`config.mk`:
```
export PLATFORM = sky130hd
export DESIGN_NAME = echo_capture
export DESIGN_NICKNAME = d
export VERILOG_FILES = /design/src/rtl/echo_capture.sv
export SDC_FILE = /design/constraint.sdc
export NUM_CORES = 1
export LEC_CHECK = 0
export CAP_MARGIN = 20
export CORE_AREA = 3 3 196 141
export DETAILED_ROUTE_END_ITERATION = 16
export DIE_AREA = 0 0 199 144
export PLACE_DENSITY_LB_ADDON = 0.12
export SYNTH_ARGS = -nofsm -noshare
export SYNTH_HDL_FRONTEND = slang
export SYNTH_SLANG_ARGS = --single-unit
```
`constraint.sdc`:
```
create_clock -name hi_clk -period 4.2 [get_ports hi_clk]
set_clock_uncertainty 0.15 [all_clocks]
set_input_delay 0.63 -clock hi_clk [delete_from_list [all_inputs] [get_ports hi_clk]]
set_output_delay 0.63 -clock hi_clk [all_outputs]
set_load 0.1 [all_outputs]
```
`src/rtl/echo_capture.sv`:
```
// echo_capture: sync-triggered echo capture with programmable dead time, block-average
// decimation and a 4-deep valid/ready output FIFO. Define ECHO_CAPTURE_PEAK_EN to build the per-block peak detector.
module echo_capture (
    input  logic        hi_clk,
    input  logic        rst_n,
    input  logic        i_sync,
    input  logic [15:0] i_rx_delay,
    input  logic [11:0] i_rx_len,
    input  logic [2:0]  i_decim,
    input  logic        i_peak_mode,
    input  logic [9:0]  i_adc_data,
    output logic [9:0]  o_data,
    output logic        o_valid,
    input  logic        i_ready,
    output logic        o_last,
    output logic        o_busy,
    output logic        o_overflow
);

    localparam int unsigned ADC_W  = 10;
    localparam int unsigned DLY_W  = 16;
    localparam int unsigned LEN_W  = 12;
    localparam int unsigned DEC_W  = 3;
    localparam int unsigned ACC_W  = 17;
    localparam int unsigned SCNT_W = 7;
    localparam int unsigned DEPTH  = 4;
    localparam int unsigned PTR_W  = 2;
    localparam int unsigned CNT_W  = 3;

    typedef struct packed {
        logic             last;
        logic [ADC_W-1:0] data;
    } word_t;

    typedef enum logic [1:0] {
        IDLE    = 2'd0,
        DELAY   = 2'd1,
        CAPTURE = 2'd2
    } state_t;

    state_t             state, state_n;
    logic [1:0]         sync_q;
    logic               hi_sync, start;
    logic [DLY_W-1:0]   dly_q, dly_cnt;
    logic [LEN_W-1:0]   len_q, word_cnt;
    logic [DEC_W-1:0]   decim_q;
    logic [SCNT_W-1:0]  samp_cnt, blk_max;
    logic [ACC_W-1:0]   acc, acc_sum, acc_next;
    logic [ADC_W-1:0]   new_data;
    logic               blk_end, last_word;
    logic               emit_v;
    word_t              emit_w;
    word_t              mem [DEPTH];
    logic [PTR_W-1:0]   wr_ptr, rd_ptr;
    logic [CNT_W-1:0]   count;
    logic               overflow, pop, push, full;

    assign hi_sync   = (sync_q == 2'b01);
    assign start     = hi_sync && (i_rx_len != '0);
    assign blk_max   = SCNT_W'((8'd1 << decim_q) - 8'd1);
    assign blk_end   = (samp_cnt == blk_max);
    assign last_word = (word_cnt == len_q - LEN_W'(1));
    assign acc_sum   = acc + ACC_W'(i_adc_data);

`ifdef ECHO_CAPTURE_PEAK_EN
    logic             peak_q;
    logic [ACC_W-1:0] acc_max;

    assign acc_max  = (ACC_W'(i_adc_data) > acc) ? ACC_W'(i_adc_data) : acc;
    assign acc_next = peak_q ? acc_max : acc_sum;
    assign new_data = peak_q ? acc_max[ADC_W-1:0] : ADC_W'(acc_sum >> decim_q);

    // Peak select is part of the per-shot parameter set
    always_ff @(posedge hi_clk or negedge rst_n) begin
        if (!rst_n) begin
            peak_q <= 1'b0;
        end else if (start) begin
            peak_q <= i_peak_mode;
        end
    end
`else
    logic unused_peak;

    assign unused_peak = i_peak_mode;
    assign acc_next    = acc_sum;
    assign new_data    = ADC_W'(acc_sum >> decim_q);
`endif

    always_ff @(posedge hi_clk or negedge rst_n) begin
        if (!rst_n) state <= IDLE;
        else        state <= state_n;
    end

    // A qualifying sync restarts from any state; otherwise walk delay -> capture -> idle
    always_comb begin
        state_n = state;
        if (start) begin
            state_n = (i_rx_delay == '0) ? CAPTURE : DELAY;
        end else begin
            case (state)
                IDLE:    ;
                DELAY:   if (dly_cnt == dly_q - DLY_W'(1)) state_n = CAPTURE;
                CAPTURE: if (blk_end && last_word) state_n = IDLE;
                default: state_n = IDLE;
            endcase
        end
    end

    // Sync detect, parameter latch, accumulation and word emit register
    always_ff @(posedge hi_clk or negedge rst_n) begin
        if (!rst_n) begin
            sync_q   <= '0;
            dly_q    <= '0;
            len_q    <= '0;
            decim_q  <= '0;
            dly_cnt  <= '0;
            samp_cnt <= '0;
            word_cnt <= '0;
            acc      <= '0;
            emit_v   <= 1'b0;
            emit_w   <= '0;
        end else begin
            sync_q <= {sync_q[0], i_sync};
            if (start) begin
                dly_q    <= i_rx_delay;
                len_q    <= i_rx_len;
                decim_q  <= i_decim;
                dly_cnt  <= '0;
                samp_cnt <= '0;
                word_cnt <= '0;
                acc      <= '0;
                emit_v   <= 1'b0;
            end else begin
                emit_v <= 1'b0;
                if (state == DELAY) dly_cnt <= dly_cnt + DLY_W'(1);
                if (state == CAPTURE) begin
                    if (blk_end) begin
                        acc      <= '0;
                        samp_cnt <= '0;
                        word_cnt <= word_cnt + LEN_W'(1);
                        emit_v   <= 1'b1;
                        emit_w   <= '{last: last_word, data: new_data};
                    end else begin
                        acc      <= acc_next;
                        samp_cnt <= samp_cnt + SCNT_W'(1);
                    end
                end
            end
        end
    end

    assign pop  = o_valid && i_ready;
    assign full = (count == CNT_W'(DEPTH));
    assign push = emit_v && (!full || pop);

    // Output FIFO; a word arriving while full with no read is dropped
    always_ff @(posedge hi_clk or negedge rst_n) begin
        if (!rst_n) begin
            for (int i = 0; i < int'(DEPTH); i++) mem[i] <= '0;
            wr_ptr   <= '0;
            rd_ptr   <= '0;
            count    <= '0;
            overflow <= 1'b0;
        end else if (start) begin
            wr_ptr   <= '0;
            rd_ptr   <= '0;
            count    <= '0;
            overflow <= 1'b0;
        end else begin
            if (push) begin
                mem[wr_ptr] <= emit_w;
                wr_ptr      <= wr_ptr + PTR_W'(1);
            end
            if (pop) rd_ptr <= rd_ptr + PTR_W'(1);
            count <= count + CNT_W'(push) - CNT_W'(pop);
            if (emit_v && full && !pop) overflow <= 1'b1;
        end
    end

    assign o_valid    = (count != '0);
    assign o_data     = mem[rd_ptr].data;
    assign o_last     = mem[rd_ptr].last;
    assign o_busy     = (state != IDLE) || emit_v || (count != '0);
    assign o_overflow = overflow;

endmodule

```
---- Word-level counts from Yosys, hierarchy flattened ----
Index checks and enable logic that the tools add are counted.
storage, ports and cells
  bits in registers ....................... 151
  output and inout bits ................... 14
  logic and storage cells ................. 112
operators by class
  add/sub/neg operators ................... 11
  magnitude comparators ................... 3
  equality and inequality tests ........... 10
  shifts and indexed selects .............. 2
  muxes and demuxes ....................... 32
  bitwise gates (word level) .............. 3
  reduce and logical (&&, ||, !) cells .... 27
operators by type and width
  cell                                                count
  2-to-1 mux 17 bit                                   3
  bitwise mux 44 bit                                  1
  2-to-1 mux 12 bit                                   3
  2-to-1 mux 11 bit                                   3
  2-to-1 mux 16 bit                                   2
  binary-select mux 11 bit (select 2 bit)             1
  demux 11 bit (select 2 bit)                         1
  2-to-1 mux 7 bit                                    3
  adder 17 x 10 -> 17 bit                             1
  right shift 17 x 3 -> 10 bit                        1
  adder 16 x 1 -> 16 bit, second input constant       1
  == test 16 bit                                      1
  logical NOT 16 bit                                  1
  2-to-1 mux 2 bit                                    8
  subtractor 16 x 1 -> 16 bit, second input constant  1
  nonzero test 2 bit                                  7
  adder 12 x 1 -> 12 bit, second input constant       1
  == test 12 bit                                      1
  nonzero test 12 bit                                 1
  subtractor 12 x 1 -> 12 bit, second input constant  1
  adder 7 x 1 -> 7 bit, second input constant         1
  == test 7 bit                                       1
  logical AND 1 bit                                   7
  << shifter 1 x 3 -> 7 bit, first input constant     1
  22 further kinds                                    36

---- Longest topological paths before layout ----
  depth in word-level cells ............... 7
  mapped depth ............................ 13

---- Worst setup path before layout ----
OpenSTA, ideal clock, no wires.
  path type ............................... register to output
  from .................................... reg count[1]
  to ...................................... out o_busy
  data arrival time ....................... 2.178 ns
  data required time ...................... 3.420 ns
  slack ................................... 1.242 ns
  stages on the path, launching flop included .. 3
  path buffers ............................ 0
  cell sequence ........................... dfrtp_1 > or3_1 > or4_1
between the ends
  word-level cells in the longest chain between the ends .. 2
ends and longest elaborated chain
  element                 line  text
  start, declared         55    logic [CNT_W-1:0] count;
  start signal, assigned  175   count <= count + CNT_W'(push) - CNT_W'(pop);
  nonzero test 3 bit      n/a
  via o_valid             13    output logic o_valid,
  logical OR 1 bit        183   assign o_busy = (state != IDLE) || emit_v || (count != '0);
  end, declared           16    output logic o_busy,
The timed path passes the listed nets, and every way through them passes these cells.

---- Worst setup path in the final report ----
  from .................................... reg count[1]
  to ...................................... out o_busy
between the ends
  word-level cells in the longest chain between the ends .. 2
ends and longest elaborated chain
  element             line
  nonzero test 3 bit  183
  logical OR 1 bit    183
No other way between the ends.

==> flow_summary.yaml <==
run_status:
  status: "finished clean"
sta:
  slew_headroom_pct: 35.12
  setup_violations: 0
  rsz0062_at_grt: "no"
  slew_violations: 0
  period_needed_ps: 3579
  fin_tns_setup_ps: 0
  fmax_mhz: 279.4
  post-route-worst-setup-slack_ps: 621.0
  hold_viol_final: 0
  period_share_pct: 85.21
  tightest_slew_ps: 970.2
layout:
  area_growth_pct: 17.76
  fin_cells: 1244
  fin_nets: 970
  antenna_cells: 0
  final_area_um2: 10300
  drive_above_1_share_pct: 17.74
  final_cell_mix: "dfrtp_1 (151), nor2_1 (83), mux2_2 (71)"
  mostFrequentLayoutCell: "dfrtp_1"
logic_synthesis:
  syn_nets: 914
  syn_inst: 844
  ys_ff_latch: 151
  ys_warn_count: 0
  ys.flop_type: "dfrtp_1"
  async_flop_share_pct: 100.0
  netlist_area_um2: 8743
  synth_cell_type_count: 76
  ys_seq_area_share_pct: 43.22
  synth_edf_count: 0
  postSynthAreaPerCell_um2: 10.36
die:
  core_area_um2: 25690
  die_w_um: 199
  die-area_um2: 28660
  die_height_um: 144
  fp-row-count: 49
  pin_count: 60
  start_util_pct: 34.04
critical_path:
  end_kind: "output port"
  crit_arrival_ps: 2800
  critPathKind: "reg -> out"
  crit_chain: "or3_1 -> or4_1 -> clkdlybuf4s50_1"
  critical-path-max-stage-delay_ps: 1000
  cp_max_fo: 4
  crit_slowest_cell: "clkdlybuf4s50_1"
  cp-start-kind: "flop"
  r2r_slack_ps: 990
  cp.required_ps: 3420
clocking:
  clock-sinks: 151
  cts_buffers: 17
  clkLatencyLatePin_ps: 430
  cts_tree: "done"
  htree_num_levels: 4
  holdBufCountCts: 0
  cts_setup_buffers: 0
  clockBufferDepth: 2
  clkTransAtPathRegs_ps: 70
  root_buffer: "clkbuf_16"
  cts.repair.resized: 0
global_routing:
  antenna_found_initial: 0
  grt_first_pass_wirelength_um: 35200
  track_usage_pct: 15.55
  grt_max_degree: 66
  grt_pass1_vias: 6270
  grt-ovfl-total: 0
routing:
  via_per_inst: 5.121
  drtIter0Drc: 370
  ant_nets: 0
  drt-total-wl_um: 21200
  wl_per_cell_um: 17.04
  num_vias: 6371
  drc: 0
  dr.pass1.iters: 5
place:
  place_ws_ps: 469.1
  hpwlAfterDp_um: 15030
  port_buffers: 58
  dp.cells: 1212
  place_area_um2: 9674
  gp_congestion: 0.8000
power_and_ir_drop:
  power.total_mw: 4.691
  ir_drop_v: 0.0002517
  powerDensity_nw_per_um2: 455.6
  leakagePower_nw: 4.476
flow_run:
  drv_cap: 0
hold_path:
  min-delay-path-class: "in -> async"
-- power breakdown --
group	internal [mW]	leakage, nW	switching (mW)
Clock	0.967	0.301	0.679
Sequential	1.60	2.02	0.235
Combinational	0.534	2.16	0.680
Total	3.10	4.48	1.59
-- metal layers --
metal  wire length, um  vias up  share of wire (%)  track usage [%]
met4               195        0               0.92            3.695
li1                  -     3171                  -                -
met3               616       14                2.9            3.540
met5                 0        -                  0                0
met1             12150     3113                 57            25.06
met2              8234       73                 39            20.63
-- final cells by class --
type / count / area, um^2
Clock buffer: 18 / 439.2
Clock inverter: 14 / 182.7
Fill cell: 2500 / 15390
Inverter: 24 / 90.09
Multi-Input combinational cell: 631 / 4710
Sequential cell: 151 / 3779
Tap cell: 331 / 414.1
Timing Repair Buffer: 75 / 681.9
-- critical path, delay by kind of cell, from the launching register on --
family / cells / cell delay (ps)
flops: 1 / 420
simple gates: 2 / 950
buf+inv: 1 / 1000
-- flip-flops by register name, indices dropped and copies added, names as in the netlist --
signal      count
acc            17
count           3
decim_q         3
dly_cnt        16
dly_q          16
emit_v          1
emit_w         11
len_q          12
mem            44
o_overflow      1
rd_ptr          2
samp_cnt        7
state           2
sync_q          2
word_cnt       12
wr_ptr          2
-- path summary, 6_finish.rpt --
kind / startpoint / depth (start not counted) / to
max: count[1] / 3 / o_busy
min: rst_n / 1 / dly_cnt[6]
max reg2reg: decim_q[1] / 14 / emit_w[0]
min reg2reg: sync_q[0] / 0 / sync_q[1]
max in group asynchronous: rst_n / 2 / len_q[4]
min in group hi_clk: sync_q[0] / 0 / sync_q[1]
-- synth_stat cells (all sizes together), types with 6 or more instances --
library cell | n | area [um^2]
xnor2 | 45 | 401.6
o21ai | 37 | 188.9
nand2b | 9 | 56.30
a21oi | 26 | 130.1
or3 | 7 | 48.80
a22o | 11 | 96.34
ha | 22 | 275.3
xor2 | 39 | 341.6
dfrtp | 151 | 3779
nor3 | 16 | 80.08
mux4 | 12 | 270.3
and3 | 11 | 68.82
mux2 | 72 | 810.8
nand3 | 20 | 105.1
nand4 | 11 | 68.82
a31oi | 6 | 37.54
nor4 | 17 | 148.9
o211ai | 6 | 45.04
a21o | 10 | 75.07
nor2 | 83 | 311.6
a221oi | 6 | 58.80
a211oi | 8 | 65.06
o22ai | 8 | 50.05
inv | 22 | 82.58
nand2 | 71 | 271.5
mux2i | 8 | 80.08
buf | 15 | 90.08
clkbuf | 23 | 86.33
-- through the flow --
| step | hold slack (ps) | util, % |
|---|---|---|
| 3_5_place_dp | 221.4 | 37.66 |
| 2_1_floorplan | 184.4 | - |
| 5_1_grt | 73.77 | 40.08 |
| 4_1_cts | 58.22 | 40.08 |
| 6_report | 34.12 | 40.08 |
| 3_3_place_gp | 213.8 | 37.66 |
-- cells by family after synthesis --
family	synth area share, %
AND/OR/NAND/NOR	15.98
AO/OA/AOI/OAI	12.36
flip-flops	43.22
multiplexers	13.28
XOR/XNOR	8.500
buffers and inverters	3.048
adder cells (fa/ha/maj)	3.606
Power figures use the tool's default switching activity.
==> variant 1, RTL diff (config.mk and constraints unchanged) <==
Add a define of `ECHO_CAPTURE_PEAK_EN`.
--- a/src/rtl/echo_capture.sv
+++ b/src/rtl/echo_capture.sv
@@ -1,5 +1,7 @@
 // echo_capture: sync-triggered echo capture with programmable dead time, block-average
 // decimation and a 4-deep valid/ready output FIFO. Define ECHO_CAPTURE_PEAK_EN to build the per-block peak detector.
+`define ECHO_CAPTURE_PEAK_EN
+
 module echo_capture (
     input  logic        hi_clk,
     input  logic        rst_n,
Function: changed (a bounded check fails within 10 cycles, from zero or initial values and one cycle with rst_n low).
==> variant 1 against the unedited design <==
Final cell count is 11% higher; synthesized cell count is 16% higher; cell area is 8.7% higher; die area stayed put; power is 24% higher; worst setup slack worse by 0.048 ns; first-iteration DRC count is 71% higher; sequential cell count is 1 higher; wire length is 18% higher; synthesized area is 9.4% higher; critical endpoint is now o_data[9].
==> variant 1: results <==
group,metric,value,unit
cells_and_area,nonClkBufAreaFrac,7.14,%
cells_and_area,clk_share,5.49,%
drt,drt-total-wl,24900,um
global_routing,grt_pass1_vias,7161,
yosys,synth.ff_latch_count,152,
power_and_ir_drop,p_seq_share,34.3,%
drt,first_iter_violations,631,
cells_and_area,sh_seq_area,34.0,%
power_and_ir_drop,leakage,0.00478,uW
global_routing,grt_use_total,18.0,%
cells_and_area,buffers,86,
drt,vias,7533,
placement,dp.final_hpwl,18300,um
cells_and_area,layout-drive-gt1-share,15.7,%
cells_and_area,final_util,43.6,%
critical_path,critPathMaxFanout,7,
sta,holdWs,0.0536,ns
critical_path,rr_worst_depth,11,
placement,dp_cells,1345,
drt,dr_wl_met3,971,um
critical_path,crit_end,"o_data[9]",
power_and_ir_drop,swShare,38.6,%
global_routing,grt_max_degree,74,
drt,met1_length,13500,um
critical_path,r2r_slack,0.75,ns
yosys,syn_area_per_cell,9.73,um2
power_and_ir_drop,powerComb,2190,uW
yosys,synth_commonest_cells,"dfrtp_1, nor2_1, nand2_1",
run_status,outcome,"completed",
drt,wl_met2,10200,um
power_and_ir_drop,ir_drop,0.000266,V
placement,port_buffers,59,
yosys,synth-seq-area-share,39.8,%
yosys,synth_nets,1063,
critical_path,r2r-end,"emit_w[7]",
cells_and_area,fill_cells,2470,
sta,relSlewSlack,31.1,%
placement,place_area,10600,um2
cells_and_area,multi_input_gates,736,
sta,finalCriticalPeriod,3.63,ns
-- variant 1: cell types whose count changed in the layout (fill, tap and decap cells not counted), moves of 7 or more --
cell / before / now
nand3_1: 19 / 28
mux2i_1: 8 / 20
clkdlybuf4s50_1: 46 / 55
nor3_1: 16 / 23
nor2_1: 83 / 91
o21ai_0: 36 / 62
or3_1: 6 / 14
inv_1: 21 / 39
ha_1: 22 / 32
a22o_1: 11 / 3
a21oi_1: 26 / 33
-- variant 1: cells by family after synthesis --
family                   after synthesis  synth area share, %
multiplexers                         105                 14.1
flip-flops                           152                 39.8
adder cells (fa/ha/maj)               34                 4.61
buffers and inverters                 95                 3.85
AND/OR/NAND/NOR                      332                 17.7
AO/OA/AOI/OAI                        187                 12.8
XOR/XNOR                              78                 7.14
-- variant 1: metal layers --
| metal | up-vias | track usage, % |
|---|---|---|
| met5 | - | 0 |
| met3 | 17 | 3.12 |
| met1 | 3696 | 29.2 |
| met4 | 0 | 4.25 |
| met2 | 148 | 24.4 |
| li1 | 3672 | - |
==> variant 2, RTL diff (same settings) <==
Without the edit above. The 3 states of `state_t` get a one-hot encoding in 3 bits.
--- a/src/rtl/echo_capture.sv
+++ b/src/rtl/echo_capture.sv
@@ -32,10 +32,10 @@
         logic [ADC_W-1:0] data;
     } word_t;
 
-    typedef enum logic [1:0] {
-        IDLE    = 2'd0,
-        DELAY   = 2'd1,
-        CAPTURE = 2'd2
+    typedef enum logic [2:0] {
+        IDLE    = 3'b001,
+        DELAY   = 3'b010,
+        CAPTURE = 3'b100
     } state_t;
 
     state_t             state, state_n;
Behaviour: no difference found for any inputs over 4 cycles, from zero or initial values and one cycle with rst_n low; so few cycles prove little.
==> variant 2 against the unedited design <==
Non-clock buffer count shrank 5; critical path depth increased by 7; worst setup slack worse by 0.055 ns; clock power shrank 4%; wire length is 0.55% lower; sequential cell count grew 1; cell area grew 0.67%; synthesized cell count decreased by 1.4%; maximum frequency down 1.5%; synthesized area rose by 1.2%; power down 11%; critical path type is now reg -> reg; critical endpoint is now acc[11].
==> variant 2: results <==
group,metric,value,unit
run_status,outcome,"completed",
critical_path,cp_top_family,"compound AO/OA/AOI/OAI gates",
placement,place_area,9770,um2
yosys,synth_area_leaders,"dfrtp_1, mux2_2, xnor2_1",
critical_path,crit_end,"acc[11]",
power_and_ir_drop,p_clk,1580,uW
drt,first_iter_violations,391,
drt,wl_met2,8460,um
critical_path,r2r_start,"decim_q[2]",
global_routing,grt_max_degree,74,
power_and_ir_drop,combPwrFrac,20.9,%
global_routing,use_met2,20.9,%
power_and_ir_drop,ir_drop,0.000268,V
yosys,synth-seq-area-share,43.0,%
power_and_ir_drop,power_switching,1320,uW
global_routing,grt_pass1_wl,34900,um
global_routing,grt_pass1_vias,6240,
yosys,synth_commonest_cells,"dfrtp_1, mux2_2, nand2_1",
drt,dr_wl_met3,576,um
placement,pre_cts_ws,0.346,ns
global_routing,met3_usage,3.31,%
global_routing,grtUsageMet1,24.8,%
yosys,synthCells,832,
drt,wl_per_cell,17.2,um
yosys,synthDistinctLibCells,82,
critical_path,slowest_stage,"dfrtp_1",
sta,post-route-period-util,86.5,%
drt,met1_length,11900,um
power_and_ir_drop,leakage,0.00437,uW
## variant 2: cell types whose count changed after synthesis, moves of 6 or more
cell / before / now
xor2_1: 39 / 24
buf_1: 4 / 10
o22ai_1: 8 / 1
nor2_1: 83 / 59
nor2b_1: 5 / 17
o21ai_0: 36 / 44
or3_1: 6 / 14
clkbuf_1: 23 / 16
mux2i_1: 8 / 18
nand2_1: 69 / 63
## variant 2: cell families (layout without fill, tap and decap cells)
group,Yosys count,count (layout),synth area share (%)
AO/OA/AOI/OAI,159,159,12.5
adder cells (fa/ha/maj),24,24,3.56
AND/OR/NAND/NOR,263,263,16.0
multiplexers,104,104,15.1
XOR/XNOR,70,70,6.93
flip-flops,152,152,43.0
buffers and inverters,60,125,2.77
## variant 2: layout make-up
cell class	count	area [um2]
inverter	23	86.3
sequential	152	3800
fill	2519	15300
clock buffer	18	429
timing repair buffer	70	644
clock inverter	14	161
multi-input combinational	620	4820
tap	331	414
